===== config.mk =====
export PLATFORM = sky130hd
export DESIGN_NAME = volume_ctrl
export DESIGN_NICKNAME = d
export VERILOG_FILES = /design/src/rtl/volume_ctrl.sv
export SDC_FILE = /design/constraint.sdc
export NUM_CORES = 1
export LEC_CHECK = 0
export CORE_MARGIN = 8
export CORE_UTILIZATION = 60
export DETAILED_ROUTE_END_ITERATION = 8
export GPL_TIMING_DRIVEN = 1
export PLACE_DENSITY = 0.8
export SLEW_MARGIN = 10
export SYNTH_ARGS = -nofsm -noshare
export SYNTH_HDL_FRONTEND = slang
export SYNTH_SLANG_ARGS = --single-unit

===== constraint.sdc =====
create_clock -name clk -period 3.3 [get_ports clk]
set_clock_uncertainty 0.2 [all_clocks]
set_input_delay 0.33 -clock clk [delete_from_list [all_inputs] [get_ports clk]]
set_output_delay 0.33 -clock clk [all_outputs]
set_load 0.05 [all_outputs]

===== src/rtl/volume_ctrl.sv =====
// volume_ctrl - push-button volume stage of the MP3 player.
//
// Turns two raw, bouncing push-buttons into a saturating attenuation level
// (0 = loudest, MAX_LEVEL = quietest) with hold-to-repeat. It also keeps a
// codec volume word that is offered to the SCI writer over a req/ack handshake.
//
// Ports:
//   clk        system clock
//   rst_n      asynchronous, active-low reset
//   btn_up     raw "louder" button, active-high, asynchronous to clk
//   btn_down   raw "quieter" button, active-high, asynchronous to clk
//   vol_level  current attenuation level (registered, drives the LED bar)
//   vol_word   codec volume word {att, att}, att = vol_level * ATT_STEP
//   vol_req    codec update request, held until acknowledged
//   vol_ack    one-cycle acknowledge from the SCI writer
module volume_ctrl #(
  parameter int DEBOUNCE_CYCLES = 1000000,
  parameter int REPEAT_DELAY    = 50000000,
  parameter int REPEAT_PERIOD   = 20000000,
  parameter int MAX_LEVEL       = 8,
  parameter int INIT_LEVEL      = 4,
  parameter int ATT_STEP        = 16
) (
  input  logic        clk,
  input  logic        rst_n,
  input  logic        btn_up,
  input  logic        btn_down,
  output logic [4:0]  vol_level,
  output logic [15:0] vol_word,
  output logic        vol_req,
  input  logic        vol_ack
);

  localparam int DB_W    = (DEBOUNCE_CYCLES > 1) ? $clog2(DEBOUNCE_CYCLES) : 1;
  localparam int RPT_MAX = (REPEAT_DELAY > REPEAT_PERIOD) ? REPEAT_DELAY : REPEAT_PERIOD;
  localparam int RPT_W   = ($clog2(RPT_MAX) > 26) ? $clog2(RPT_MAX) : 26;

  localparam logic [DB_W-1:0]  DB_LAST     = DB_W'(DEBOUNCE_CYCLES - 1);
  localparam logic [RPT_W-1:0] DELAY_LOAD  = RPT_W'(REPEAT_DELAY - 1);
  localparam logic [RPT_W-1:0] PERIOD_LOAD = RPT_W'(REPEAT_PERIOD - 1);
  localparam logic [4:0]       MAX_LVL     = 5'(MAX_LEVEL);
  localparam logic [4:0]       INIT_LVL    = 5'(INIT_LEVEL);
  localparam logic [7:0]       INIT_ATT    = 8'(INIT_LEVEL * ATT_STEP);

  typedef enum logic [1:0] {IDLE, HOLD, REPEAT} state_t;

  logic [1:0]       sync_a;
  logic [1:0]       sync_b;
  logic             deb_up;
  logic             deb_dn;
  logic [DB_W-1:0]  cnt_up;
  logic [DB_W-1:0]  cnt_dn;

  state_t           state;
  logic             dir_dn;
  logic [RPT_W-1:0] rpt_cnt;

  logic             up_act;
  logic             dn_act;
  logic             active;
  logic             step_req;
  logic             step_dn;
  logic [4:0]       next_level;
  logic [7:0]       next_att;
  logic             changed;

  // Two-flop synchronizers; bit 0 is the up button, bit 1 the down button.
  always_ff @(posedge clk or negedge rst_n) begin
    if (!rst_n) begin
      sync_a <= 2'b00;
      sync_b <= 2'b00;
    end else begin
      sync_a <= {btn_down, btn_up};
      sync_b <= sync_a;
    end
  end

  // Debounce: the state only flips after the synchronized input has
  // disagreed with it for DEBOUNCE_CYCLES consecutive cycles.
  always_ff @(posedge clk or negedge rst_n) begin
    if (!rst_n) begin
      cnt_up <= '0;
      deb_up <= 1'b0;
    end else if (sync_b[0] == deb_up) begin
      cnt_up <= '0;
    end else if (cnt_up == DB_LAST) begin
      cnt_up <= '0;
      deb_up <= ~deb_up;
    end else begin
      cnt_up <= cnt_up + 1'b1;
    end
  end

  always_ff @(posedge clk or negedge rst_n) begin
    if (!rst_n) begin
      cnt_dn <= '0;
      deb_dn <= 1'b0;
    end else if (sync_b[1] == deb_dn) begin
      cnt_dn <= '0;
    end else if (cnt_dn == DB_LAST) begin
      cnt_dn <= '0;
      deb_dn <= ~deb_dn;
    end else begin
      cnt_dn <= cnt_dn + 1'b1;
    end
  end

  // Pressing both buttons at once counts as no press at all.
  assign up_act = deb_up & ~deb_dn;
  assign dn_act = deb_dn & ~deb_up;
  assign active = dir_dn ? dn_act : up_act;

  // Decide whether this cycle issues a step and where the level lands.
  // A step that would leave 0..MAX_LEVEL is swallowed and is not a change.
  always_comb begin
    step_req   = 1'b0;
    step_dn    = 1'b0;
    next_level = vol_level;
    case (state)
      IDLE: begin
        if (up_act || dn_act) begin
          step_req = 1'b1;
          step_dn  = dn_act;
        end
      end
      default: begin
        if (active && rpt_cnt == '0) begin
          step_req = 1'b1;
          step_dn  = dir_dn;
        end
      end
    endcase
    if (step_req) begin
      if (step_dn) begin
        if (vol_level < MAX_LVL) next_level = vol_level + 1'b1;
      end else begin
        if (vol_level != 5'd0) next_level = vol_level - 1'b1;
      end
    end
    changed  = (next_level != vol_level);
    next_att = 8'(int'(next_level) * ATT_STEP);
  end

  // Repeat FSM plus the registered level, codec word and request.
  // HOLD and REPEAT share behaviour; only the reload value after a step
  // differs, and that is always REPEAT_PERIOD once the first delay expired.
  always_ff @(posedge clk or negedge rst_n) begin
    if (!rst_n) begin
      state     <= IDLE;
      dir_dn    <= 1'b0;
      rpt_cnt   <= '0;
      vol_level <= INIT_LVL;
      vol_word  <= {INIT_ATT, INIT_ATT};
      vol_req   <= 1'b1;
    end else begin
      case (state)
        IDLE: begin
          if (up_act || dn_act) begin
            dir_dn  <= dn_act;
            rpt_cnt <= DELAY_LOAD;
            state   <= HOLD;
          end
        end
        HOLD, REPEAT: begin
          if (!active) begin
            state <= IDLE;
          end else if (rpt_cnt == '0) begin
            rpt_cnt <= PERIOD_LOAD;
            state   <= REPEAT;
          end else begin
            rpt_cnt <= rpt_cnt - 1'b1;
          end
        end
        default: state <= IDLE;
      endcase

      vol_level <= next_level;
      // A change always wins over an ack so no update is ever lost.
      if (changed) begin
        vol_word <= {next_att, next_att};
        vol_req  <= 1'b1;
      end else if (vol_ack) begin
        vol_req <= 1'b0;
      end
    end
  end

endmodule

==> qor.csv, run 1 <==
stage,metric,value,unit
setup_path,Reg-to-Reg End,vol_word[7],
route,Via density,5.77,
power,Sw Share,0.251,
global_routing,first-pass GRT wire length,15500,um
setup_path,CP Capture Type,register,
floorplanning,Die Height,103,um
route,total iterations of the first detailed-routing run,4,
power,pwr dens,368,mW/mm^2
floorplanning,Die Wd,103,um
min_path,min-delay worst type,reg -> reg,
global_routing,vias in the first global route,3462,
setup_path,reg-to-reg startpoint,rpt_cnt[0],
clock_network,# Post-CTS Setup Buffers,0,
sta,Fmax,325,MHz
min_path,hold path cells,0,
placed_design,detailed placement HPWL,6140,um
synthesis,Ys Warns,0,
setup_path,critical path startpoint category,register,
setup_path,CP Launch Point,rpt_cnt[0],
floorplanning,core area,0.00729,sq mm
placed_design,GPL Wtd Cong,0.823,
synthesis,count of cell types in the netlist,55,
clock_network,clk sink count,85,
route,initial drt markers,173,
synthesis,most common cell in the netlist,dfrtp_1,
flow_run,Max-Cap Viols,0,
sta,Slew @ Worst Pin,1050,ps
synthesis,Synth area leaders,"dfrtp_1, nor2_1, xnor2_1",
power,leakage power,2.26,nW
clock_network,htree depth,3,
synthesis,"EDFF count, synth",0,
synthesis,cell area after synthesis,0.00455,sq mm
synthesis,Synth top area share,0.451,
finish,Final #Nets,504,
clock_network,clock insertion delay at the later pin of the skew report,360,ps
global_routing,initial antenna violation count,0,
floorplanning,Initial Util,0.625,
setup_path,critical path class,reg -> reg,
sta,relative slew slack,0.300,
power,Psw,0.459,mW
sta,WHS,155,ps
synthesis,Post-synth ARST share,1.00,
min_path,Hold EP,sync_b[1],
synthesis,Syn Area/Cell,9.65,sq um
synthesis,Most used DFF post-synth,dfrtp_1,
synthesis,sequential share of the synthesized area,0.468,
global_routing,Tot GR Track Use,0.183,
floorplanning,Die ar.,0.0106,sq mm
synthesis,Post-Syn Instances,472,
power,Int Pwr,1.37,mW
setup_path,Reg2Reg Depth,8,
power,sequential power share,0.578,
route,WL final,8860,um
finish,fin area,0.00496,sq mm
power,Clk pwr share,0.388,
synthesis,Synth area leader,dfrtp_1,
placed_design,dpl cell area,0.00476,sq mm
sta,RSZ-0062 raised after global routing,no,
clock_network,CTS tree,built,
outcome,status,completed,
finish,antenna cell count,0,
clock_network,total CTS buffers,9,
power,combinational group share of total power,0.034,
route,routed length per instance,15.0,um
synthesis,top post-synthesis cells by count,"dfrtp_1, nor2_1, nand2_1",
route,Remaining DRCs,0,
min_path,hold path start,sync_a[1],
sta,TNS Setup,0,ps
placed_design,Placement Setup Slack,218,ps
floorplanning,Rows,31,
clock_network,clock-pin slew on the worst setup and hold paths,100,ps
placed_design,port buffer count,18,
setup_path,worst endpoint required time,3340,ps
setup_path,Worst Path Arrival,3120,ps
finish,Non-Filler Instances,592,
clock_network,Root Buffer,clkbuf_8,
sta,min Tclk post-route,3080,ps
sta,Final Hold Fails,0,
global_routing,"Remaining Overflow, GRT",0,
setup_path,reg2reg setup slack,220,ps
route,Routed Antenna Nets,0,
finish,Area Growth Syn to Fin,8.96,%
synthesis,#FFs+latches synth,85,
sta,fin crit share,0.933,
power,peak supply drop,0.000197,V
sta,Final Slew Violations,0,
sta,Setup Viol. Count Final,0,
setup_path,CP max FO,10,
global_routing,largest net degree at the start of global routing,86,
finish,share of cells above drive strength 1,0.0892,
sta,Final WS setup,220,ps
route,Vias,3415,
finish,Fillers,557,
clock_network,CTS Buffer Depth,2,
floorplanning,Top-Level Pins,27,
placed_design,Cells after DPL,575,
logic make-up (layout without fill, tap and decap cells):
kind of cell,count (synthesis),in the layout,synth area share
other cells,1,8,0.000823
flops,85,85,0.468
xor+xnor,45,45,0.0865
mux,10,10,0.0266
buf+inv,42,56,0.0486
fa+ha+maj,11,11,0.0302
simple gates,198,198,0.229
compound gates,80,80,0.111
flip-flops by register name, summed over array words and instances, names as in the netlist:
| register | count |
|---|---|
| cnt_up | 20 |
| sync_b | 2 |
| state | 2 |
| vol_req | 1 |
| cnt_dn | 20 |
| dir_dn | 1 |
| rpt_cnt | 26 |
| vol_word | 4 |
| deb_dn | 1 |
| deb_up | 1 |
| vol_level | 5 |
| sync_a | 2 |
worst max path at each step:
stage,endpoint,slack (ps),cells past startpoint
detailed placement,vol_word[7],220,8
global route,vol_word[7],20,8
floorplan,vol_word[12],590,9
global placement,vol_word[7],380,8
finish,vol_word[7],220,8
CTS,vol_word[7],210,8
repair_timing:
| action | 4_1_cts | 5_1_grt |
|---|---|---|
| resized for setup | 0 | 0 |
| endpoints found under the hold margin | 48 | 0 |
| hold buffers | 1 | 0 |
power groups by stage:
| stage | clock (mW) | sequential [mW] | combinational [mW] |
|---|---|---|---|
| floorplan | 0 | 1.08 | 0.0430 |
| CTS | 0.727 | 1.06 | 0.0644 |
| finish | 0.708 | 1.06 | 0.0630 |
| global placement | 0 | 1.08 | 0.0632 |
| global route | 0.773 | 1.06 | 0.0721 |
| detailed placement | 0 | 1.08 | 0.0634 |
metrics by stage:
step / power, mW / utilization
floorplan: 1.12 / -
global placement: 1.14 / 0.653
detailed placement: 1.14 / 0.653
CTS: 1.85 / 0.681
finish: 1.83 / 0.681
global route: 1.90 / 0.681
layout make-up:
type	count	area, sq um	share of cell area
clock inverters	6	56.3	0.0113
well taps	99	124	0.0250
inverters	16	60.1	0.0121
flip-flops and latches	85	2130	0.429
clock buffers	10	138	0.0277
multi-input cells	352	2230	0.449
repair buffers	24	225	0.0454
layer usage:
layer | part of all wire | track usage | routed length, um
met2 | 0.48 | 0.296 | 4280
met1 | 0.45 | 0.230 | 4000
met4 | 0.021 | 0.0845 | 184
met5 | 0 | 0 | 0
met3 | 0.044 | 0.0385 | 393
worst max-delay path, cell delays in order (launching register included):
cell and delay (ps):
dfrtp_1 420, inv_1 130, ha_1 150, nor4b_1 500, nand4b_4 170, or2_1 390, o31ai_4 470, nand4_4 210
mux2_4 340
cell usage in the layout, fill, tap and decap left out, drive strengths merged, types with 3 or more instances in the layout:
cell type / Yosys / layout
conb: 1 / 8
nor2b: 4 / 4
mux2: 8 / 8
inv: 16 / 18
a21o: 7 / 7
xnor2: 24 / 24
xor2: 21 / 21
a21oi: 24 / 24
nand3: 24 / 24
clkbuf: 11 / 10
and4: 6 / 6
and3: 7 / 7
nor4b: 3 / 3
nand2: 36 / 36
o31ai: 6 / 6
or3: 10 / 10
nand2b: 3 / 3
clkinv: 0 / 3
nor4: 7 / 7
nor2: 63 / 63
o21ai: 28 / 28
nor3: 16 / 16
buf: 15 / 6
nand4: 9 / 9
dfstp: 3 / 3
dfrtp: 82 / 82
clkdlybuf4s50: 0 / 17
ha: 11 / 11
No activity file was read; power rests on OpenSTA's default activity.
==> inputs of run 2 (changes only) <==
--- a/config.mk
+++ b/config.mk
@@ -10,6 +10,7 @@
 export DETAILED_ROUTE_END_ITERATION = 8
 export GPL_TIMING_DRIVEN = 1
 export PLACE_DENSITY = 0.8
+export SKIP_LAST_GASP = 1
 export SLEW_MARGIN = 10
 export SYNTH_ARGS = -nofsm -noshare
 export SYNTH_HDL_FRONTEND = slang
==> results of run 2 <==
Final layout, timing and power as in run 1 (identical DEF).
